==> config.mk <==
export PLATFORM = sky130hd
export DESIGN_NAME = instr_fetch_unit
export DESIGN_NICKNAME = d
export VERILOG_FILES = /design/src/rtl/instr_fetch_unit_pkg.sv /design/src/rtl/instr_fetch_unit_status_reg.sv /design/src/rtl/instr_fetch_unit.sv
export SDC_FILE = /design/constraint.sdc
export NUM_CORES = 1
export LEC_CHECK = 0
export CORE_ASPECT_RATIO = 1.25
export CORE_MARGIN = 2
export CORE_UTILIZATION = 45
export CTS_CLUSTER_DIAMETER = 100
export CTS_CLUSTER_SIZE = 12
export DETAILED_ROUTE_END_ITERATION = 10
export PLACE_DENSITY = 0.78
export SLEW_MARGIN = 20
export SYNTH_ARGS = -nofsm -noshare
export SYNTH_HDL_FRONTEND = slang
export SYNTH_SLANG_ARGS = --single-unit
export TNS_END_PERCENT = 20
==> constraint.sdc <==
create_clock -name clk -period 2.7 [get_ports clk]
set_input_delay 0.54 -clock clk [delete_from_list [all_inputs] [get_ports clk]]
set_output_delay 0.54 -clock clk [all_outputs]
set_load 0.05 [all_outputs]
==> src/rtl/instr_fetch_unit_pkg.sv <==
// instr_fetch_unit_pkg
// Shared definitions for the instruction fetch unit: FSM state encoding,
// status register bit positions and the instruction word width.
package instr_fetch_unit_pkg;

    localparam int INSTR_W = 16;

    // Bit positions inside the 4-bit status register (status[0] is Z).
    localparam int STATUS_Z = 0;
    localparam int STATUS_N = 1;
    localparam int STATUS_C = 2;
    localparam int STATUS_V = 3;

    typedef enum logic [2:0] {
        ST_IDLE  = 3'd0,
        ST_REQ   = 3'd1,
        ST_ISSUE = 3'd2,
        ST_HALT  = 3'd3,
        ST_ERR   = 3'd4
    } fetch_state_t;

endpackage

==> src/rtl/instr_fetch_unit_status_reg.sv <==
// instr_fetch_unit_status_reg
// 4-bit V,C,N,Z status register, loaded whenever we=1 regardless of what
// the fetch FSM is doing.
// Ports:
//   clk, reset_n : clock, asynchronous active-low reset (clears to 0)
//   we           : load enable
//   d            : flags from the function unit
//   q            : registered status, visible the cycle after the write
module instr_fetch_unit_status_reg (
    input  logic       clk,
    input  logic       reset_n,
    input  logic       we,
    input  logic [3:0] d,
    output logic [3:0] q
);

    always_ff @(posedge clk or negedge reset_n) begin
        if (!reset_n) begin
            q <= 4'b0000;
        end else if (we) begin
            q <= d;
        end
    end

endmodule

==> src/rtl/instr_fetch_unit.sv <==
// instr_fetch_unit
// Front end of the control unit. Owns the PC, fetches 16-bit instructions
// over a req/ack handshake, holds IR for decode until the datapath reports
// completion, applies branch/jump redirects and parks on halt or on a
// memory timeout.
// Ports:
//   clk, reset_n          : clock, asynchronous active-low reset
//   mem_req, mem_addr     : fetch request and address (decoded from state)
//   mem_ack, mem_rdata    : fetch response
//   ir, ir_valid, pc      : instruction register, its valid flag, current PC
//   ex_done, pc_load,
//   pc_target, halt       : completion of the instruction in ir (+ redirect)
//   flags_in, status_we,
//   status                : status register write port and value
//   fetch_err, halted     : sticky timeout fault, halt indication
module instr_fetch_unit
    import instr_fetch_unit_pkg::*;
#(
    parameter int                     PC_WIDTH    = 16,
    parameter logic [PC_WIDTH-1:0]    RESET_PC    = '0,
    parameter int                     MEM_TIMEOUT = 15
) (
    input  logic                clk,
    input  logic                reset_n,
    output logic                mem_req,
    output logic [PC_WIDTH-1:0] mem_addr,
    input  logic                mem_ack,
    input  logic [INSTR_W-1:0]  mem_rdata,
    output logic [INSTR_W-1:0]  ir,
    output logic                ir_valid,
    output logic [PC_WIDTH-1:0] pc,
    input  logic                ex_done,
    input  logic                pc_load,
    input  logic [PC_WIDTH-1:0] pc_target,
    input  logic                halt,
    input  logic [3:0]          flags_in,
    input  logic                status_we,
    output logic [3:0]          status,
    output logic                fetch_err,
    output logic                halted
);

    fetch_state_t state;
    logic [7:0]   tmo_cnt;

    // The counter holds the number of REQ cycles already waited, so the
    // cycle on which it equals MEM_TIMEOUT-1 is the MEM_TIMEOUT-th one.
    localparam logic [7:0] TMO_LAST = 8'(MEM_TIMEOUT - 1);

    // Decoded so the request drops the instant reset asserts.
    assign mem_req  = (state == ST_REQ);
    assign mem_addr = mem_req ? pc : '0;

    always_ff @(posedge clk or negedge reset_n) begin
        if (!reset_n) begin
            state     <= ST_IDLE;
            pc        <= RESET_PC;
            ir        <= '0;
            ir_valid  <= 1'b0;
            tmo_cnt   <= '0;
            fetch_err <= 1'b0;
            halted    <= 1'b0;
        end else begin
            case (state)
                ST_IDLE: begin
                    tmo_cnt <= '0;
                    state   <= ST_REQ;
                end
                ST_REQ: begin
                    // An ack on the timeout cycle still completes the fetch.
                    if (mem_ack) begin
                        ir       <= mem_rdata;
                        pc       <= pc + PC_WIDTH'(1);
                        ir_valid <= 1'b1;
                        tmo_cnt  <= '0;
                        state    <= ST_ISSUE;
                    end else if (tmo_cnt == TMO_LAST) begin
                        fetch_err <= 1'b1;
                        tmo_cnt   <= '0;
                        state     <= ST_ERR;
                    end else begin
                        tmo_cnt <= tmo_cnt + 8'd1;
                    end
                end
                ST_ISSUE: begin
                    if (ex_done) begin
                        ir_valid <= 1'b0;
                        if (pc_load) begin
                            pc <= pc_target;
                        end
                        if (halt) begin
                            halted <= 1'b1;
                            state  <= ST_HALT;
                        end else begin
                            state <= ST_REQ;
                        end
                    end
                end
                ST_HALT: state <= ST_HALT;
                ST_ERR:  state <= ST_ERR;
                default: state <= ST_IDLE;
            endcase
        end
    end

    instr_fetch_unit_status_reg u_status (
        .clk     (clk),
        .reset_n (reset_n),
        .we      (status_we),
        .d       (flags_in),
        .q       (status)
    );

endmodule

==> metrics.md, run 1 <==
| Metric | Value |
|---|---|
| Run status | `completed` |
| Fill cells | `474` |
| Slew margin rel. | `0.560` |
| Compound-Gate Fraction of Synth Area | `0.167` |
| DR pass1 iterations | `4` |
| Detail Route Antenna Nets | `0` |
| Fraction of synthesized area in multiplexers | `0.0938` |
| Total area of sequential cells | `1250 um^2` |
| Share of synthesized cell area in and, or, nand and nor gates | `0.186` |
| Placeable core area | `5700 um^2` |
| First-pass GRT wire length | `11100 um` |
| Data arrival time of the worst path | `1.69 ns` |
| Cell with the biggest individual delay on the critical path | `sky130_fd_sc_hd__clkdlybuf4s50_1` |
| Width of the die | `72.2 um` |
| Via count of the first global-routing pass | `2380` |
| Via count | `2448` |
| Post-layout utilization of the core | `0.688` |
| Clock Latency Late Sink | `0.30 ns` |
| Startpoint of the most critical register-to-register path | `pc[0]$_DFFE_PN0P_` |
| RSZ-0062 raised after global routing | `no` |
| Startpoint types | `flip-flop` |
| Leakage | `1.70 nW` |
| Critical path capture point type | `output pin` |
| Count of buffer and inverter cells on the critical path | `1` |
| Number of cells on the worst reg-to-reg path | `5` |
| Cts bufs inserted | `5` |
| Remaining global-route overflow | `0` |
| DRC errors left | `0` |
| Hold Crit Class | `in -> async` |
| Clock tree root driver cell | `sky130_fd_sc_hd__clkbuf_8` |
| PortBufs | `98` |
| Worst R2R End | `pc[12]$_DFFE_PN0P_` |
| Peak supply drop | `0.208 mV` |
| Height of the die | `89.2 um` |
| Cell family with most CP delay | `buffers and inverters` |
| Worst hold slack | `0.334 ns` |
| Half-perimeter wire length after placement | `5140 um` |
| Synthesis-to-layout area growth | `50.0%` |
| Worst setup skew after layout | `0.00441 ns` |
| Final clock period utilization by the worst path | `0.825` |
| Yosys cell types | `50` |
| Most used cells in the layout excluding fill and tap cells | `sky130_fd_sc_hd__clkdlybuf4s50_1 (80), sky130_fd_sc_hd__dfrtp_1 (50), sky130_fd_sc_hd__nand2_1 (23)` |
| Combinational family with the most area after synthesis | `simple AND/OR/NAND/NOR gates` |
| Die area | `6440 um^2` |
| Routed wirelength normalized by instance count | `16.7 um` |
| Synthesized netlist cell count | `259` |
| Final Max Tran Viols | `0` |
| # IOs | `99` |
| Count of clock tree sinks | `50` |
| Min Tclk post-route | `2.23 ns` |
| H-tree lvl count | `2` |
| Hold_buf cts | `0` |
| Average size of a mapped cell | `10.1 um^2` |
| Syn Std Cell Area | `2620 um^2` |
| Share of post-route cells with drive strength above 1 | `0.163` |
| Number of buffers on the longest clock path | `2` |
| Clock transition time at the flip-flop clock pins of the worst setup and hold paths | `0.10 ns` |
| Number of gates resized after CTS | `0` |
| Fmax achieved | `0.449 GHz` |
| Overall routed net length | `7070 um` |
| Pwr dens | `362 nW/um^2` |
| TritonCTS clock tree | `built` |
| Worst reg2reg setup slack | `0.70 ns` |
| Largest driver fanout on the critical path | `9` |
| Footprint of the multi-input gates | `1240 um^2` |
| Crit Path Category | `reg -> out` |
| Maximum number of pins on one net before global-route repair | `51` |
| Final Setup Violations | `0` |
| Number of flip-flops and latches in the synthesized netlist | `50` |
| Final Net Count | `401` |
| Antenna violations before repair | `0` |
| Main synth FF type | `sky130_fd_sc_hd__dfrtp_1` |
| ANT cells | `0` |
| Routability Congestion | `0.920` |
| Synth Area in XOR/XNOR | `0.0134` |
| Via density | `5.80` |
| Number of cell rows | `31` |
| Critical path required time | `2.16 ns` |
| Cell Chain, Critical Path | `clkdlybuf4s50_1` |
| Adder-cell share of the synthesized area | `0.0144` |
| Final Hold Viols | `0` |
| Number of enable-type register cells in the synthesized netlist | `0` |
| Max stage delay on crit path | `0.87 ns` |
| Number of maximum-capacitance constraint violations | `0` |
| Net count after synthesis | `305` |
| Most common library cell in the layout ignoring fill and taps | `sky130_fd_sc_hd__clkdlybuf4s50_1` |
| GRT Total Usage | `0.218` |
| Setup Buffers After CTS | `0` |
| 1st-iter DRT viols | `132` |
| Seq/Total Area, Yosys | `0.478` |
| Initial core utilization | `0.459` |
| YS warnings | `0` |
| Fraction of registers with async set/reset | `1.00` |
| Setup TNS | `0 ns` |
| Transition time at the pin with the least slew margin | `0.659 ns` |
[worst max-delay path by stage]
stage | from | end | slack, ns | cells after the start
after floorplan | pc[0]$_DFFE_PN0P_ | pc[12]$_DFFE_PN0P_ | 0.75 | 6
after detailed placement | mem_ack | tmo_cnt[7]$_DFFE_PN0P_ | 0.48 | 5
final | pc[2]$_DFFE_PN0P_ | pc[2] | 0.47 | 1
after CTS | pc[8]$_DFFE_PN0P_ | pc[8] | 0.47 | 1
after global placement | mem_ack | tmo_cnt[2]$_DFFE_PN0P_ | 0.58 | 5
after global routing | pc[5]$_DFFE_PN0P_ | pc[5] | 0.43 | 1
[sequential cells by signal (all words and copies together) (netlist names)]
signal      count
ir             16
pc             16
tmo_cnt         8
u_status.q      4
fetch_err       1
halted          1
ir_valid        1
state           3
[cell usage after synthesis, types with 3 or more instances]
| cell | n | area, um^2 |
|---|---|---|
| sky130_fd_sc_hd__a21oi_1 | 19 | 95.1 |
| sky130_fd_sc_hd__a2bb2oi_1 | 6 | 52.6 |
| sky130_fd_sc_hd__a31oi_1 | 3 | 18.8 |
| sky130_fd_sc_hd__and3_1 | 19 | 119 |
| sky130_fd_sc_hd__and4_1 | 5 | 43.8 |
| sky130_fd_sc_hd__buf_2 | 8 | 40.0 |
| sky130_fd_sc_hd__buf_4 | 3 | 22.5 |
| sky130_fd_sc_hd__clkbuf_1 | 5 | 18.8 |
| sky130_fd_sc_hd__dfrtp_1 | 50 | 1250 |
| sky130_fd_sc_hd__ha_1 | 3 | 37.5 |
| sky130_fd_sc_hd__inv_1 | 8 | 30.0 |
| sky130_fd_sc_hd__mux2_2 | 20 | 225 |
| sky130_fd_sc_hd__nand2_1 | 23 | 86.3 |
| sky130_fd_sc_hd__nand3_1 | 8 | 40.0 |
| sky130_fd_sc_hd__nand4_1 | 5 | 31.3 |
| sky130_fd_sc_hd__nor2_1 | 12 | 45.0 |
| sky130_fd_sc_hd__o21ai_0 | 15 | 75.1 |
| sky130_fd_sc_hd__o22ai_1 | 4 | 25.0 |
| sky130_fd_sc_hd__xnor2_1 | 3 | 26.3 |
[through the flow]
step	cells	area (um^2)	setup WS, ns	power (W)
2_1_floorplan	259	2620	0.753	0.000801
3_3_place_gp	414	3810	0.584	0.000890
3_5_place_dp	414	3810	0.476	0.000893
4_1_cts	422	3920	0.471	0.00143
5_1_grt	422	3920	0.431	0.00147
6_report	422	3920	0.472	0.00142
[layout make-up]
cell class | count | area share
Tap cell | 66 | 0.0210
Timing Repair Buffer | 106 | 0.307
Sequential cell | 50 | 0.319
Clock inverter | 3 | 0.0112
Multi-Input combinational cell | 184 | 0.316
Inverter | 8 | 0.00765
Clock buffer | 5 | 0.0175
[logic make-up (layout without fill, tap and decap cells)]
group | Yosys count | in the layout
compound gates | 66 | 66
xor+xnor | 4 | 4
mux | 22 | 22
buf+inv | 25 | 122
simple gates | 89 | 89
flops | 50 | 50
fa+ha+maj | 3 | 3
[per-layer routing]
metal	global-route usage	up-vias	share of wire
met1	0.261	1196	0.39
met2	0.383	96	0.53
met4	0.0549	0	0.012
met5	0	-	0
met3	0.0643	10	0.074
li1	-	1146	-
[where the power goes]
group / leakage (nW) / switching (W) / internal, W
Clock: 0.0585 / 0.000266 / 0.000278
Sequential: 0.669 / 0.00000268 / 0.000754
Combinational: 0.968 / 0.0000510 / 0.0000685
(Power assumes the default switching activity.)
==> run 2: changes to the inputs <==
- CORE_UTILIZATION: 45 -> 40
- PLACE_DENSITY: 0.78 -> 0.73
- clock period: 2.7 -> 1.79 ns (I/O delays scaled with it)
==> metrics.md, run 2 (same netlist as run 1, synthesis figures left out) <==
| Metric | Value |
|---|---|
| Instance area at placement | `3870 um^2 (+1.6%)` |
| Number of buffers on the longest clock path | `2 (unchanged)` |
| Final Max Tran Viols | `0 (unchanged)` |
| Switching share of power | `0.225 (-0.000239)` |
| # IOs | `99 (unchanged)` |
| Die area | `7200 um^2 (+12%)` |
| Min Tclk post-route | `1.77 ns` |
| Final clock period utilization by the worst path | `0.991` |
| Clock transition time at the flip-flop clock pins of the worst setup and hold paths | `0.10 ns (about the same)` |
| PortBufs | `98 (unchanged)` |
| Worst hold slack | `0.492 ns (+0.158 ns)` |
| Height of the die | `94.4 um (+5.8%)` |
| First-pass GRT wire length | `11700 um (+5.7%)` |
| Overall routed net length | `7140 um (+1.0%)` |
| Clock Latency Late Sink | `0.30 ns (about the same)` |
| Setup TNS | `0 ns (unchanged)` |
| Final Setup Violations | `0 (unchanged)` |
| Width of the die | `76.3 um (+5.7%)` |
| Count of clock tree sinks | `50 (unchanged)` |
| Most common library cell in the layout ignoring fill and taps | `sky130_fd_sc_hd__buf_4` |
| Clock tree root driver cell | `sky130_fd_sc_hd__clkbuf_8` |
| Run status | `completed` |
| Largest registers | `ir x16, pc x16, tmo_cnt x8` |
| Met3 wirelength from detailed routing | `400 um (-24%)` |
| Half-perimeter wire length after placement | `5430 um (+5.6%)` |
| Most used cells in the layout excluding fill and tap cells | `sky130_fd_sc_hd__buf_4 (63), sky130_fd_sc_hd__dfrtp_1 (45), sky130_fd_sc_hd__clkdlybuf4s50_1 (41)` |
| 1st-iter DRT viols | `136 (+3.0%)` |
| Cts bufs inserted | `5 (unchanged)` |
| Startpoint types | `flip-flop` |
| Remaining global-route overflow | `0 (unchanged)` |
| GRT Total Usage | `0.200 (-0.0173)` |
| Leakage | `1.82 nW (+7.5%)` |
| Part of the total power dissipated in sequential elements | `0.532 (about the same)` |
| H-tree lvl count | `2 (unchanged)` |
| Top layer in use | `met4` |
| TritonCTS clock tree | `built` |
| Transition time at the pin with the least slew margin | `0.494 ns (-0.165 ns)` |
| DR pass1 iterations | `4 (unchanged)` |
| Hold Crit Class | `reg -> reg` |
| DRC errors left | `0 (unchanged)` |
| Met1 layer wirelength in the final routing | `2860 um (+4.6%)` |
| RSZ-0062 raised after global routing | `yes` |
| Placeable core area | `6250 um^2 (+9.5%)` |
| Routed wirelength normalized by instance count | `15.5 um (-7.3%)` |
| Final Net Count | `420 (+4.7%)` |
| Data arrival time of the worst path | `1.42 ns (-0.27 ns)` |
| Via count | `2457 (+0.37%)` |
| Cell internal power dissipation | `0.00166 W (+51%)` |
| Slew margin rel. | `0.671 (+0.110)` |
| Pwr dens | `522 nW/um^2 (+44%)` |
| Initial core utilization | `0.419 (-0.0400)` |
| Comb power frac | `0.087 (+0.003)` |
| Critical path capture point type | `output pin` |
| Routability Congestion | `0.900 (-2.2%)` |
| Share of post-route cells with drive strength above 1 | `0.371 (+0.208)` |
| Worst setup skew after layout | `0.00674 ns (+0.00233 ns)` |
| Post-layout utilization of the core | `0.659 (-0.0295)` |
| Synthesis-to-layout area growth | `57.3%` |
| Largest driver fanout on the critical path | `6 (-3)` |
| ANT cells | `0 (unchanged)` |
| Critical path required time | `1.43 ns (-0.73 ns)` |
| Number of instances on the worst hold path | `2` |
| Peak supply drop | `0.412 mV (+98%)` |
| Fmax achieved | `0.564 GHz` |
| Number of cell rows | `32 (+3.2%)` |
| Via count of the first global-routing pass | `2567 (+7.9%)` |
| Detail Route Antenna Nets | `0 (unchanged)` |
| Number of maximum-capacitance constraint violations | `0 (unchanged)` |
| Net Switching | `0.000482 W (+51%)` |
| Clock share of power | `0.381 (-0.002)` |
| Crit Path Category | `reg -> out` |
| Routed length on met2 | `3780 um (+1.4%)` |
| Final Hold Viols | `0 (unchanged)` |
| Final standard cell area without fillers | `4110 um^2 (+4.8%)` |
| Number of cells on the worst reg-to-reg path | `5 (unchanged)` |
| Antenna violations before repair | `0 (unchanged)` |
| Maximum number of pins on one net before global-route repair | `18 (-65%)` |
| Via density | `5.34 (-7.9%)` |
==> run 2: cell count changes in the layout (fill, tap and decap cells not counted), sizes merged <==
cell / change
clkdlybuf4s50: -39
buf: +57
dlygate4sd3: +1
==> run 2: stage by stage <==
| stage | setup slack, ns | cells | total power (W) |
|---|---|---|---|
| global placement | -0.0865 | 449 | 0.00135 |
| CTS | 0.00511 | 460 | 0.00217 |
| global route | -0.0532 | 460 | 0.00223 |
| detailed placement | -0.130 | 449 | 0.00135 |
| floorplan | 0.0251 | 259 | 0.00121 |
| finish | 0.0157 | 460 | 0.00215 |
==> run 2: path summary, 6_finish.rpt <==
check | endpoint | from | slack [ns]
worst min-delay path | halted$_DFFE_PN0P_ | halted$_DFFE_PN0P_ | 0.49
min in group asynchronous | pc[3]$_DFFE_PN0P_ | reset_n | 0.50
worst max register to register | tmo_cnt[2]$_DFFE_PN0P_ | state[2]$_DFFE_PN0P_ | 0.05
max in group asynchronous | state[1]$_DFFE_PN0P_ | reset_n | 0.71
worst max-delay path | mem_addr[9] | state[2]$_DFFE_PN0P_ | 0.02
worst min register to register | halted$_DFFE_PN0P_ | halted$_DFFE_PN0P_ | 0.49
==> run 2: layer usage <==
metal  global-route usage  vias to the layer above
met3               0.0516                       13
met1                0.229                     1176
met4               0.0455                        0
met2                0.377                       87
li1                     -                     1181
met5                    0                        -
==> run 2: timing repair <==
item / in CTS / in global routing
hold endpoints to repair: 14 / 0
hold buffers: 1 / 0
setup buffers: 2 / 0
setup endpoints to repair: 17 / 20
gates cloned: 0 / 0
resized for setup: 5 / 19
pin swaps: 1 / 6
==> run 2: power by group through the flow <==
| stage | sequential, W | clock [W] | combinational, W |
|---|---|---|---|
| 2_1_floorplan | 0.00120 | 0 | 0.0000113 |
| 6_report | 0.00114 | 0.000818 | 0.000187 |
| 3_5_place_dp | 0.00116 | 0 | 0.000187 |
| 3_3_place_gp | 0.00116 | 0 | 0.000184 |
| 5_1_grt | 0.00114 | 0.000884 | 0.000201 |
| 4_1_cts | 0.00114 | 0.000839 | 0.000189 |
==> run 2: critical path, stage by stage (launching register included) <==
cell and delay (ns):
sky130_fd_sc_hd__dfrtp_2 0.45, sky130_fd_sc_hd__nor2_4 0.16, sky130_fd_sc_hd__buf_4 0.16, sky130_fd_sc_hd__and3_4 0.20, sky130_fd_sc_hd__buf_12 0.13
==> run 2: final cells by class <==
type                            instances  area [um^2]
Clock inverter                          3         43.8
Tap cell                               85          106
Inverter                                8         30.0
Sequential cell                        50         1260
Clock buffer                            5         68.8
Multi-Input combinational cell        184         1340
Timing Repair Buffer                  125         1270
Fill cell                             515         2130
==> run 3: changes to the inputs <==
- CAP_MARGIN: default -> 40
==> results of run 3 <==
Same layout as run 2: the final DEF is identical, and so are final timing and power.
